===== config.mk =====
export PLATFORM = sky130hd
export DESIGN_NAME = rf_wb_arbiter
export DESIGN_NICKNAME = d
export VERILOG_FILES = /design/src/rtl/rf_wb_arbiter_pkg.sv /design/src/rtl/rf_wb_arbiter_sync_fifo.sv /design/src/rtl/rf_wb_arbiter.sv
export SDC_FILE = /design/constraint.sdc
export NUM_CORES = 1
export LEC_CHECK = 0
export BUFFER_PORTS_ARGS = -buffer_cell sky130_fd_sc_hd__buf_2
export CAP_MARGIN = 10
export CORE_ASPECT_RATIO = 1.2
export CORE_MARGIN = 2
export CORE_UTILIZATION = 41
export DETAILED_ROUTE_END_ITERATION = 8
export GPL_TIMING_DRIVEN = 1
export PLACE_DENSITY = 0.65
export SLEW_MARGIN = 20
export SYNTH_ARGS = -nofsm -noshare
export SYNTH_HDL_FRONTEND = slang
export SYNTH_SLANG_ARGS = --single-unit

===== constraint.sdc =====
create_clock -name clk -period 3.1 [get_ports clk]
set_clock_uncertainty 0.05 [all_clocks]
set_input_delay 0.775 -clock clk [delete_from_list [all_inputs] [get_ports clk]]
set_output_delay 0.775 -clock clk [all_outputs]
set_load 0.02 [all_outputs]

===== src/rtl/rf_wb_arbiter_pkg.sv =====
// Shared definitions for the register-file writeback path: widths, the
// writeback request record and the hard-wired zero register.
package rf_wb_arbiter_pkg;

  localparam int DATA_W = 32;
  localparam int ADDR_W = 5;

  localparam logic [ADDR_W-1:0] REG_ZERO = '0;

  typedef struct packed {
    logic              we;
    logic [ADDR_W-1:0] wa;
    logic [DATA_W-1:0] wd;
  } wb_req_t;

endpackage


===== src/rtl/rf_wb_arbiter_sync_fifo.sv =====
// Small synchronous FIFO; storage is left unreset, only pointers and the
// occupancy count are cleared.
module sync_fifo #(
  parameter int WIDTH = 8,
  parameter int DEPTH = 2
) (
  input  logic                     clk,
  input  logic                     rst,
  input  logic                     push,
  input  logic                     pop,
  input  logic [WIDTH-1:0]         din,
  output logic [WIDTH-1:0]         dout,
  output logic                     full,
  output logic                     empty,
  output logic [$clog2(DEPTH):0]   count
);

  localparam int PW = $clog2(DEPTH);

  logic [WIDTH-1:0] mem [DEPTH];
  logic [PW-1:0]    wr_ptr;
  logic [PW-1:0]    rd_ptr;
  logic             do_push;
  logic             do_pop;

  assign full    = (count == DEPTH[PW:0]);
  assign empty   = (count == '0);
  assign do_push = push && !full;
  assign do_pop  = pop && !empty;
  assign dout    = mem[rd_ptr];

  always_ff @(posedge clk) begin
    if (do_push) mem[wr_ptr] <= din;
  end

  // Power-of-two depth lets the pointers wrap by plain overflow.
  always_ff @(posedge clk or posedge rst) begin
    if (rst) begin
      wr_ptr <= '0;
      rd_ptr <= '0;
      count  <= '0;
    end else begin
      if (do_push) wr_ptr <= wr_ptr + 1'b1;
      if (do_pop)  rd_ptr <= rd_ptr + 1'b1;
      case ({do_push, do_pop})
        2'b10:   count <= count + 1'b1;
        2'b01:   count <= count - 1'b1;
        default: count <= count;
      endcase
    end
  end

endmodule


===== src/rtl/rf_wb_arbiter.sv =====
// Register-file write-port arbiter: pipeline writeback has priority, queued
// multi-cycle results fill idle cycles, plus a pending-destination scoreboard.
module rf_wb_arbiter #(
  parameter int DATA_W     = rf_wb_arbiter_pkg::DATA_W,
  parameter int ADDR_W     = rf_wb_arbiter_pkg::ADDR_W,
  parameter int FIFO_DEPTH = 2,
  parameter int STARVE_MAX = 4
) (
  input  logic                 clk,
  input  logic                 rst,
  input  logic                 pipe_we,
  input  logic [ADDR_W-1:0]    pipe_wa,
  input  logic [DATA_W-1:0]    pipe_wd,
  input  logic                 mc_valid,
  output logic                 mc_ready,
  input  logic [ADDR_W-1:0]    mc_wa,
  input  logic [DATA_W-1:0]    mc_wd,
  input  logic                 issue_valid,
  input  logic [ADDR_W-1:0]    issue_wa,
  output logic                 rf_we,
  output logic [ADDR_W-1:0]    rf_wa,
  output logic [DATA_W-1:0]    rf_wd,
  output logic [2**ADDR_W-1:0] busy_vec,
  output logic                 pipe_stall,
  output logic                 waw_err
);

  import rf_wb_arbiter_pkg::*;

  localparam int NREG = 2**ADDR_W;
  localparam int SW   = $clog2(STARVE_MAX + 1);

  logic                        pipe_hit;
  logic                        push;
  logic                        pop;
  logic                        fifo_full;
  logic                        fifo_empty;
  logic [$clog2(FIFO_DEPTH):0] fifo_count;
  logic [ADDR_W-1:0]           head_wa;
  logic [DATA_W-1:0]           head_wd;
  logic [NREG-1:0]             set_mask;
  logic [NREG-1:0]             clr_mask;
  logic [SW-1:0]               starve_cnt;
  wb_req_t                     wr;

  assign pipe_hit = pipe_we && (pipe_wa != REG_ZERO);
  assign pop      = !pipe_hit && !fifo_empty;
  assign mc_ready = !rst && !fifo_full;
  // Results aimed at x0 are handshaken but never stored.
  assign push     = mc_valid && mc_ready && (mc_wa != REG_ZERO);

  sync_fifo #(
    .WIDTH (ADDR_W + DATA_W),
    .DEPTH (FIFO_DEPTH)
  ) u_fifo (
    .clk   (clk),
    .rst   (rst),
    .push  (push),
    .pop   (pop),
    .din   ({mc_wa, mc_wd}),
    .dout  ({head_wa, head_wd}),
    .full  (fifo_full),
    .empty (fifo_empty),
    .count (fifo_count)
  );

  always_comb begin
    wr = '0;
    if (!rst) begin
      if (pipe_hit)         wr = '{we: 1'b1, wa: pipe_wa, wd: pipe_wd};
      else if (!fifo_empty) wr = '{we: 1'b1, wa: head_wa, wd: head_wd};
    end
  end

  assign rf_we = wr.we;
  assign rf_wa = wr.wa;
  assign rf_wd = wr.wd;

  always_comb begin
    set_mask = '0;
    clr_mask = '0;
    if (issue_valid && (issue_wa != REG_ZERO)) set_mask[issue_wa] = 1'b1;
    if (pop)                                   clr_mask[head_wa]  = 1'b1;
  end

  // Set is OR'd in after the clear so a same-cycle issue keeps the bit.
  always_ff @(posedge clk or posedge rst) begin
    if (rst) busy_vec <= '0;
    else     busy_vec <= (busy_vec & ~clr_mask) | set_mask;
  end

  // With the FIFO occupied and no pop, the pipeline necessarily won the port.
  always_ff @(posedge clk or posedge rst) begin
    if (rst) begin
      starve_cnt <= '0;
      pipe_stall <= 1'b0;
      waw_err    <= 1'b0;
    end else begin
      pipe_stall <= 1'b0;
      if (pop || (fifo_count == '0)) begin
        starve_cnt <= '0;
      end else if (starve_cnt == SW'(STARVE_MAX - 1)) begin
        starve_cnt <= '0;
        pipe_stall <= 1'b1;
      end else begin
        starve_cnt <= starve_cnt + 1'b1;
      end
      if (pipe_hit && busy_vec[pipe_wa]) waw_err <= 1'b1;
    end
  end

endmodule


---- Yosys cells after proc, flatten, opt, wreduce, memory -nomap -nowiden ----
Memories as Yosys holds them, arrays and structs flattened.
Index checks and enable logic that the tools add are counted.
word-level totals
  bits in registers ....................... 41
  bits in writable memories ............... 74
  input port bits ......................... 84
  output and inout bits ................... 73
  logic and storage cells ................. 64
  memories ................................ 1
memories
  name        depth  width  read ports  clocked after Yosys merged registers in  write ports  RTL line                       RTL
  u_fifo.mem  2      37     1           0                                        1            rf_wb_arbiter_sync_fifo.sv:20  logic [WIDTH-1:0] mem [DEPTH];
operators by class
  $add $sub $neg .......................... 5
  $lt $le $gt $ge ......................... 5
  eq/ne operators ......................... 4
  multiplexer cells ....................... 18
  bitwise gates (word level) .............. 3
  reductions and logical operators ........ 21
operator list
  operator             count
  $mux 38              3
  $mux 32              2
  $and 32x32->32       1
  $not 32->32          1
  $or 32x32->32        1
  $lt 5x6->1 const B   3
  $reduce_bool 5->1    3
  $logic_and 1x1->1    11
  $demux 1 s5          2
  $ge 5x1->1 const B   2
  $mux 1               7
  $mux 3               2
  $bmux 1 s5           1
  $eq 2x2->1 const B   2
  $logic_not 1->1      4
  $pmux 2 s2           1
  $add 3x1->3 const B  1
  $eq 3x2->1 const B   1
  $add 1x1->1 const B  2
  $add 2x1->2 const B  1
  $eq 2x1->1 const B   1
  $logic_not 2->1      1
  $reduce_bool 2->1    1
  $sub 2x1->2 const B  1
  $logic_or 1x1->1     1

---- Depth between registers and ports, before layout ----
Gate-level depths: netlist (run 1).
An unclocked memory read counts as a cell.
  word-level depth ........................ 9
  gate-level depth with buffers ........... 8

---- Hierarchy ----
A second synthesis (run 1) with hierarchy kept.
unflattened totals
  cell total of the unflattened synthesis .. 447
  area, all modules ....................... 5555.3 µm²
by module, submodules not included
  module         instances  cells each  area each (µm²)  sequential area each (µm²)
  sync_fifo      1          134         2952.8           2322.2
  rf_wb_arbiter  1          313         2602.5           925.9

---- Worst setup path before layout (run 1) ----
No wires, ideal clock.
  path type ............................... input port to flip-flop
  start point ............................. in rst
  end point ............................... mem u_fifo.mem[0][0] (netlist name), enable pin
  library setup time ...................... 0.431 ns
  arrival ................................. 3.042 ns
  required time ........................... 2.619 ns
  slack ................................... -0.424 ns
  stages .................................. 3
  path through ............................ a21oi_1 o211ai_1 nor2_1
on the way
  longest elaborated chain between the ends .. 7
ends and longest elaborated chain
  item                            RTL line                       RTL
  start, declared                 rf_wb_arbiter.sv:10            input logic rst,
  $logic_not 1->1 (no line)       -
  $logic_and 1x1->1               rf_wb_arbiter.sv:48            assign mc_ready = !rst && !fifo_full;
  $logic_and 1x1->1 (2 in a row)  rf_wb_arbiter.sv:50            assign push = mc_valid && mc_ready && (mc_wa != REG_ZERO);
  $logic_and 1x1->1               rf_wb_arbiter_sync_fifo.sv:28  assign do_push = push && !full;
  $mux 1                          rf_wb_arbiter_sync_fifo.sv:33  if (do_push) mem[wr_ptr] <= din;
  $mux 1 (not written as such)    rf_wb_arbiter_sync_fifo.sv:33
  end, declared                   rf_wb_arbiter_sync_fifo.sv:20
Every way passes these cells.

---- Worst setup path in the final report (run 1) ----
  start point ............................. in pipe_wa[4]
  end point ............................... out rf_wa[0]
on the way
  longest elaborated chain between the ends .. 4
ends and longest elaborated chain
  item               RTL line             RTL
  start, declared    rf_wb_arbiter.sv:12  input logic [ADDR_W-1:0] pipe_wa,
  $reduce_bool 5->1  rf_wb_arbiter.sv:46  assign pipe_hit = pipe_we && (pipe_wa != REG_ZERO);
  $logic_and 1x1->1  rf_wb_arbiter.sv:46
  $mux 38            rf_wb_arbiter.sv:70  if (pipe_hit) wr = '{we: 1'b1, wa: pipe_wa, wd: pipe_wd};
  $mux 38            rf_wb_arbiter.sv:69  if (!rst) begin
  end, declared      rf_wb_arbiter.sv:21  output logic [ADDR_W-1:0] rf_wa,
Every way passes these cells.

==> results of run 1 <==
==> synth_stat cells, types with 2 or more instances <==
| master | count |
|---|---|
| nand2_1 | 42 |
| buf_2 | 9 |
| nand2b_1 | 3 |
| o22ai_1 | 2 |
| o21ai_0 | 32 |
| dfrtp_1 | 41 |
| and3_1 | 2 |
| nor2_1 | 10 |
| xor2_1 | 2 |
| mux4_2 | 5 |
| inv_1 | 4 |
| a21oi_1 | 35 |
| mux2_2 | 42 |
| nand3_1 | 45 |
| mux2i_1 | 6 |
| xnor2_1 | 3 |
| buf_1 | 2 |
| ha_1 | 2 |
| nor2b_1 | 6 |
| a32oi_1 | 4 |
| edfxtp_1 | 74 |
| o41ai_1 | 31 |
| clkbuf_1 | 15 |
| buf_6 | 4 |
==> cells by family (layout without fill, tap and decap cells) <==
| logic type | Yosys count | after routing |
|---|---|---|
| and+or+nand+nor | 116 | 116 |
| DFF | 115 | 115 |
| AOI/OAI and AO/OA | 113 | 113 |
| muxes | 53 | 53 |
| buffers and inverters | 35 | 214 |
| xor gates and xnor gates | 5 | 5 |
| adders and majority gates | 2 | 2 |
==> power breakdown <==
part	internal, mW	leakage [nW]	switching [mW]	total, mW
Combinational	0.925	1.48	1.32	2.25
Sequential	2.02	1.17	0.322	2.34
Clock	1.14	0.270	0.656	1.79
Total	4.08	2.93	2.30	6.38
==> cell type report <==
class	count	area (µm²)
clock buffer	22	464
clock inverter	10	82.6
fill	1118	5860
inverter	4	15.0
multi-input combinational	289	2060
sequential	115	3250
tap	168	210
timing repair buffer	178	1130
==> placed cells by master, fill, tap and decap left out, types with 2 or more instances in the layout <==
master,n
clkbuf_16,20
o21ai_0,32
nand2_1,42
nor2_4,2
nand2b_1,3
or2_4,2
edfxtp_1,74
a21oi_1,34
nor2b_1,6
clkinv_2,5
a32oi_1,4
and3_1,2
xor2_1,2
mux2_2,42
mux4_2,5
mux2i_1,6
nor2_1,7
buf_12,4
clkbuf_8,2
clkinvlp_4,2
dfrtp_1,40
o22ai_1,2
ha_1,2
nand3_1,44
inv_1,4
clkbuf_1,3
inv_4,2
buf_8,2
xnor2_1,3
buf_2,132
o41ai_1,31
buf_4,36
==> metrics by stage <==
| step | TNS (ns) | power (mW) | hold slack [ns] | cell area [µm²] |
|---|---|---|---|---|
| floorplan | -31.36 | 3.75 | 0.369 | 5440 |
| global placement | 0 | 4.46 | 0.381 | 6420 |
| detailed placement | 0 | 4.52 | 0.390 | 6420 |
| CTS | 0 | 6.31 | 0.397 | 6970 |
| global route | -0.223 | 6.70 | 0.427 | 7210 |
| finish | 0 | 6.38 | 0.391 | 7210 |
==> critical path: cells and delay by family <==
kind	cells	cell delay (ns)
buf+inv	4	0.65
simple gates	2	0.46
compound gates	2	0.35
==> sequential cells by signal, indices dropped and copies added (netlist names) <==
| register | count |
|---|---|
| busy_vec | 32 |
| pipe_stall | 1 |
| starve_cnt | 3 |
| u_fifo.count | 2 |
| u_fifo.mem | 74 |
| u_fifo.rd_ptr | 1 |
| u_fifo.wr_ptr | 1 |
| waw_err | 1 |
==> worst max path at each step <==
stage / slack [ns] / cells after the start / endpoint / startpoint
after floorplan: -0.42 / 3 / u_fifo.mem[0][0] / rst
after global placement: 0.05 / 7 / rf_wd[4] / pipe_wa[4]
after detailed placement: 0.03 / 7 / rf_wd[5] / pipe_wa[4]
after CTS: 0.02 / 7 / rf_wd[5] / pipe_wa[4]
after global routing: -0.02 / 8 / rf_wd[9] / pipe_wa[4]
final: 0.03 / 8 / rf_wa[0] / pipe_wa[4]
==> routing by layer <==
| layer | vias up | routed length, µm | GRT usage, % |
|---|---|---|---|
| li1 | 2047 | - | - |
| met1 | 2186 | 6500 | 26.1 |
| met2 | 234 | 7470 | 34.3 |
| met3 | 19 | 1100 | 5.99 |
| met4 | 0 | 270 | 8.90 |
| met5 | - | 0 | 0 |
==> what timing repair did <==
action                     in CTS  in global routing
gates resized for setup         0                 30
buffers inserted                0                  2
setup endpoints to repair       0                 34
hold buffers                    0                  0
==> impl_metrics.json, run 1 <==
{
  "status": "completed",
  "synth-edff-count": 74,
  "fmax_mhz": 326,
  "port_buffers": 156,
  "cts_root_buf": "clkbuf_16",
  "cts.path.max_buffers": 2,
  "arrival_ns": 2.25,
  "clock_sinks": 115,
  "cp_max_fo": 5,
  "reg2regPathDepth": 4,
  "yosys.area.top_type": "edfxtp_1",
  "initial_core_util_pct": 41.6,
  "cts_tree": "yes",
  "synth.top_cell.area_share_pct": 40.8,
  "slew_headroom_pct": 57.0,
  "hold_end": "starve_cnt[0]",
  "yosysUniqueCellTypes": 42,
  "fin_ws_ns": 0.0286,
  "p_leak_nw": 2.93,
  "grt_max_degree": 40,
  "synth_adder_area_share_pct": 0.460,
  "htreeDepth": 4,
  "yosys.area_share.simple_pct": 10.0,
  "hold_depth": 1,
  "finalCriticalPeriod_ns": 3.07,
  "ys.flop_type": "edfxtp_1",
  "worstSetupEndpointType": "output pin",
  "fin_util_pct": 55.2,
  "grt_pass1_wl_um": 22600,
  "dieArea_um2": 14200,
  "path_clk_slew_ns": 0.05,
  "dpl.hpwl_um": 9880,
  "nets": 691,
  "hold_viol": 0,
  "finalCritPeriodShare_pct": 99.1,
  "cts_buffers": 17,
  "overflow": 0,
  "timing.rr.start": "u_fifo.rd_ptr",
  "synth_top_family_by_area": "compound AO/OA/AOI/OAI gates",
  "start_kind": "primary input",
  "powerDensity_nw_per_um2": 885,
  "routed_wl_um": 15300,
  "min_from": "starve_cnt[0]",
  "place_inst": 745,
  "tightest_slew_ns": 0.644,
  "seq_area_frac_synth_pct": 59.7,
  "dpl_worst_slack_ns": 0.0338,
  "io_pins": 157,
  "synthMuxAreaShare_pct": 11.9,
  "die_w_um": 109,
  "synth.area.top_cells": "edfxtp_1 41%, dfrtp_1 19%, mux2_2 8.7%",
  "netlist_instances": 439,
  "crit_path_top_delay_cell": "or2_4",
  "vias_per_cell": 5.71,
  "yosysWarningCount": 0,
  "maxCapViolCount": 0,
  "reg2reg_slack_ns": 0.92,
  "drv_slew": 0,
  "rsz0062_at_grt": "true",
  "syn2layout_area_growth_pct": 32.4,
  "synth_xor_area_share_pct": 0.805,
  "cp_cell_sequence": "buf_2 -> or2_4 -> o41ai_4 -> buf_4 -> buf_8 -> a32oi_1 -> nor2_1 -> buf_4",
  "crit_type": "primary input to output pin",
  "syn_nets": 525,
  "num_vias": 4486,
  "n_antenna_cell": 0,
  "setup_violations": 0,
  "async_flop_share_pct": 35.7,
  "syn_avg_cell_area_um2": 12.4,
  "cp.required_ns": 2.27,
  "die_y_um": 130,
  "layoutNonFillerInstCount": 786,
  "synth_compound_area_share_pct": 13.9,
  "peakVddDrop_v": 0.000407,
  "grt.total_usage_pct": 21.0,
  "insertion_delay_ns": 0.40,
  "wl_per_cell_um": 19.5,
  "grt_pass1_vias": 4440,
  "rows": 46,
  "drt_iter0_drc": 292,
  "drive_above_1_share_pct": 42.7,
  "core_area_um2": 13100,
  "place_congestion": 0.932,
  "crit_path_frequent_cell": "buf_4",
  "ant_nets": 0,
  "synth_seq_cells": 115,
  "min_path_type": "flop to flop",
  "syn_area_um2": 5440,
  "drt_pass1_iterations": 5,
  "antenna_found_initial": 0,
  "drcViolationCount": 0,
  "critPathMaxStageDelay_ns": 0.28,
  "timing.rr.end": "busy_vec[11]"
}
Power figures use the tool's default switching activity.
==> inputs of run 2 (changes only) <==
BUFFER_PORTS_ARGS = not set   (was -buffer_cell sky130_fd_sc_hd__buf_2)
DONT_BUFFER_PORTS = 1   (was not set)
PLACE_DENSITY = not set   (was 0.65)
==> run 2 against run 1 <==
- first-iteration DRC count down 30%
- worst setup slack better by 0.10 ns
- non-clock buffer count down 133
- critical path type unchanged
==> impl_metrics.json, run 2 (same netlist as run 1, synthesis figures left out) <==
{
  "status": "completed",
  "grt_pass1_wl_um": 21400,
  "maxCapViolCount": 0,
  "layoutNonFillerInstCount": 653,
  "htreeDepth": 4,
  "tightest_slew_ns": 0.792,
  "die_w_um": 109,
  "power_frac_clock_pct": 31.3,
  "p_seq_share_pct": 42.1,
  "drcViolationCount": 0,
  "rsz0062_at_grt": "false",
  "setup_violations": 0,
  "routed_wl_um": 14000,
  "hold_ws_ns": 0.106,
  "num_vias": 3861,
  "p_switching_mw": 2.20,
  "hold_viol": 0,
  "finalCritPeriodShare_pct": 95.9,
  "peakVddDrop_v": 0.000434,
  "syn2layout_area_growth_pct": 19.5,
  "antenna_found_initial": 0,
  "drive_above_1_share_pct": 26.6,
  "cts-hold-fix-buffers": 0,
  "cts_buffers": 17,
  "largest_registers": "u_fifo.mem: 74 flops, busy_vec: 32 flops, starve_cnt: 3 flops",
  "io_pins": 157,
  "grt_pass1_vias": 4060,
  "powerDensity_nw_per_um2": 956,
  "worstSetupEndpointType": "output pin",
  "slew_headroom_pct": 47.2,
  "p_leak_nw": 2.36,
  "drt_pass1_iterations": 4,
  "grt_max_degree": 51,
  "place_congestion": 0.838,
  "top_register": "u_fifo.mem",
  "min_path_type": "primary input to asynchronous set/reset pin",
  "wl_per_cell_um": 21.4,
  "p_total_mw": 6.22,
  "overflow": 0,
  "grt.total_usage_pct": 20.3,
  "reg2reg_slack_ns": 1.04,
  "pwr-share-comb_pct": 26.7,
  "final_cell_mix": "74 x edfxtp_1, 45 x nand3_1, 42 x nand2_1, 42 x mux2_2, 41 x buf_4",
  "finalCriticalPeriod_ns": 2.97,
  "clock_sinks": 115,
  "internal_power_mw": 4.02,
  "n_antenna_cell": 0,
  "rows": 46,
  "cp_max_fo": 38,
  "dieArea_um2": 14200,
  "arrival_ns": 2.15,
  "path_clk_slew_ns": 0.05,
  "drt_iter0_drc": 205,
  "start_kind": "primary input",
  "largest_reg_flops": 74,
  "cp.required_ns": 2.27,
  "cts_tree": "yes",
  "cts_setup_buffers": 0,
  "initial_core_util_pct": 41.6,
  "cts.path.max_buffers": 2,
  "vias_per_cell": 5.91,
  "cts_repair_resize_count": 0,
  "fmax_mhz": 337,
  "cts_root_buf": "clkbuf_16",
  "die_y_um": 130,
  "place_inst": 619,
  "crit_type": "primary input to output pin",
  "ant_nets": 0,
  "final_common_cell": "edfxtp_1",
  "setup_tns_ns": 0,
  "swShare_pct": 35.4,
  "port_buffers": 0,
  "drv_slew": 0,
  "nets": 558,
  "nFillCells": 1145,
  "dpl.hpwl_um": 9200,
  "insertion_delay_ns": 0.41,
  "reg2regPathDepth": 4,
  "fin_util_pct": 49.8,
  "core_area_um2": 13100
}
run 2: cell count changes in the layout (fill, tap and decap cells not counted), sizes merged:
cell and change:
buf -130, bufinv +2, clkbuf -6, clkinv +2, clkinvlp +1, inv -2
run 2: through the flow:
stage | area, µm² | worst slack, ns
after global routing | 6500 | 0.00102
after global placement | 5870 | 0.198
after CTS | 6460 | 0.109
after floorplan | 5440 | -0.424
final | 6500 | 0.128
after detailed placement | 5870 | 0.140
run 2: path summary, 6_finish.rpt:
kind                                    start          endpoint
worst min register to register  starve_cnt[0]     starve_cnt[0]
max in group asynchronous                 rst      busy_vec[10]
worst min-delay path                      rst   u_fifo.count[0]
worst max-delay path               pipe_wa[4]         rf_wd[13]
min in group clk                     mc_wd[2]  u_fifo.mem[1][2]
worst max register to register  u_fifo.rd_ptr      busy_vec[10]
run 2: critical path, stage by stage:
cell	delay, ns
or2_4	0.26
o41ai_4	0.34
buf_12	0.25
nand3_1	0.12
a21oi_1	0.20
buf_4	0.16
run 2: area by class of cell:
cell class	instances	area, µm²	share of cell area, %
clock buffers	19	433	6.66
clock inverters	13	161	2.48
inverters	4	15.0	0.231
multi-input cells	289	2050	31.5
flip-flops and latches	115	3250	50.0
well taps	168	210	3.23
repair buffers	45	388	5.96
run 2: power groups by stage:
stage | Clock (mW) | Combinational (mW) | Sequential [mW]
floorplan | 0 | 1.27 | 2.47
global placement | 0 | 1.61 | 2.62
detailed placement | 0 | 1.64 | 2.64
CTS | 1.98 | 1.65 | 2.62
global route | 2.04 | 1.81 | 2.67
finish | 1.94 | 1.66 | 2.62
run 2: routing by layer:
layer	part of all wire (%)	up-vias	track usage, %
li1	-	1775	-
met1	39	1888	23.8
met2	50	186	34.4
met3	10	12	8.19
met4	0.76	0	5.66
met5	0	-	0
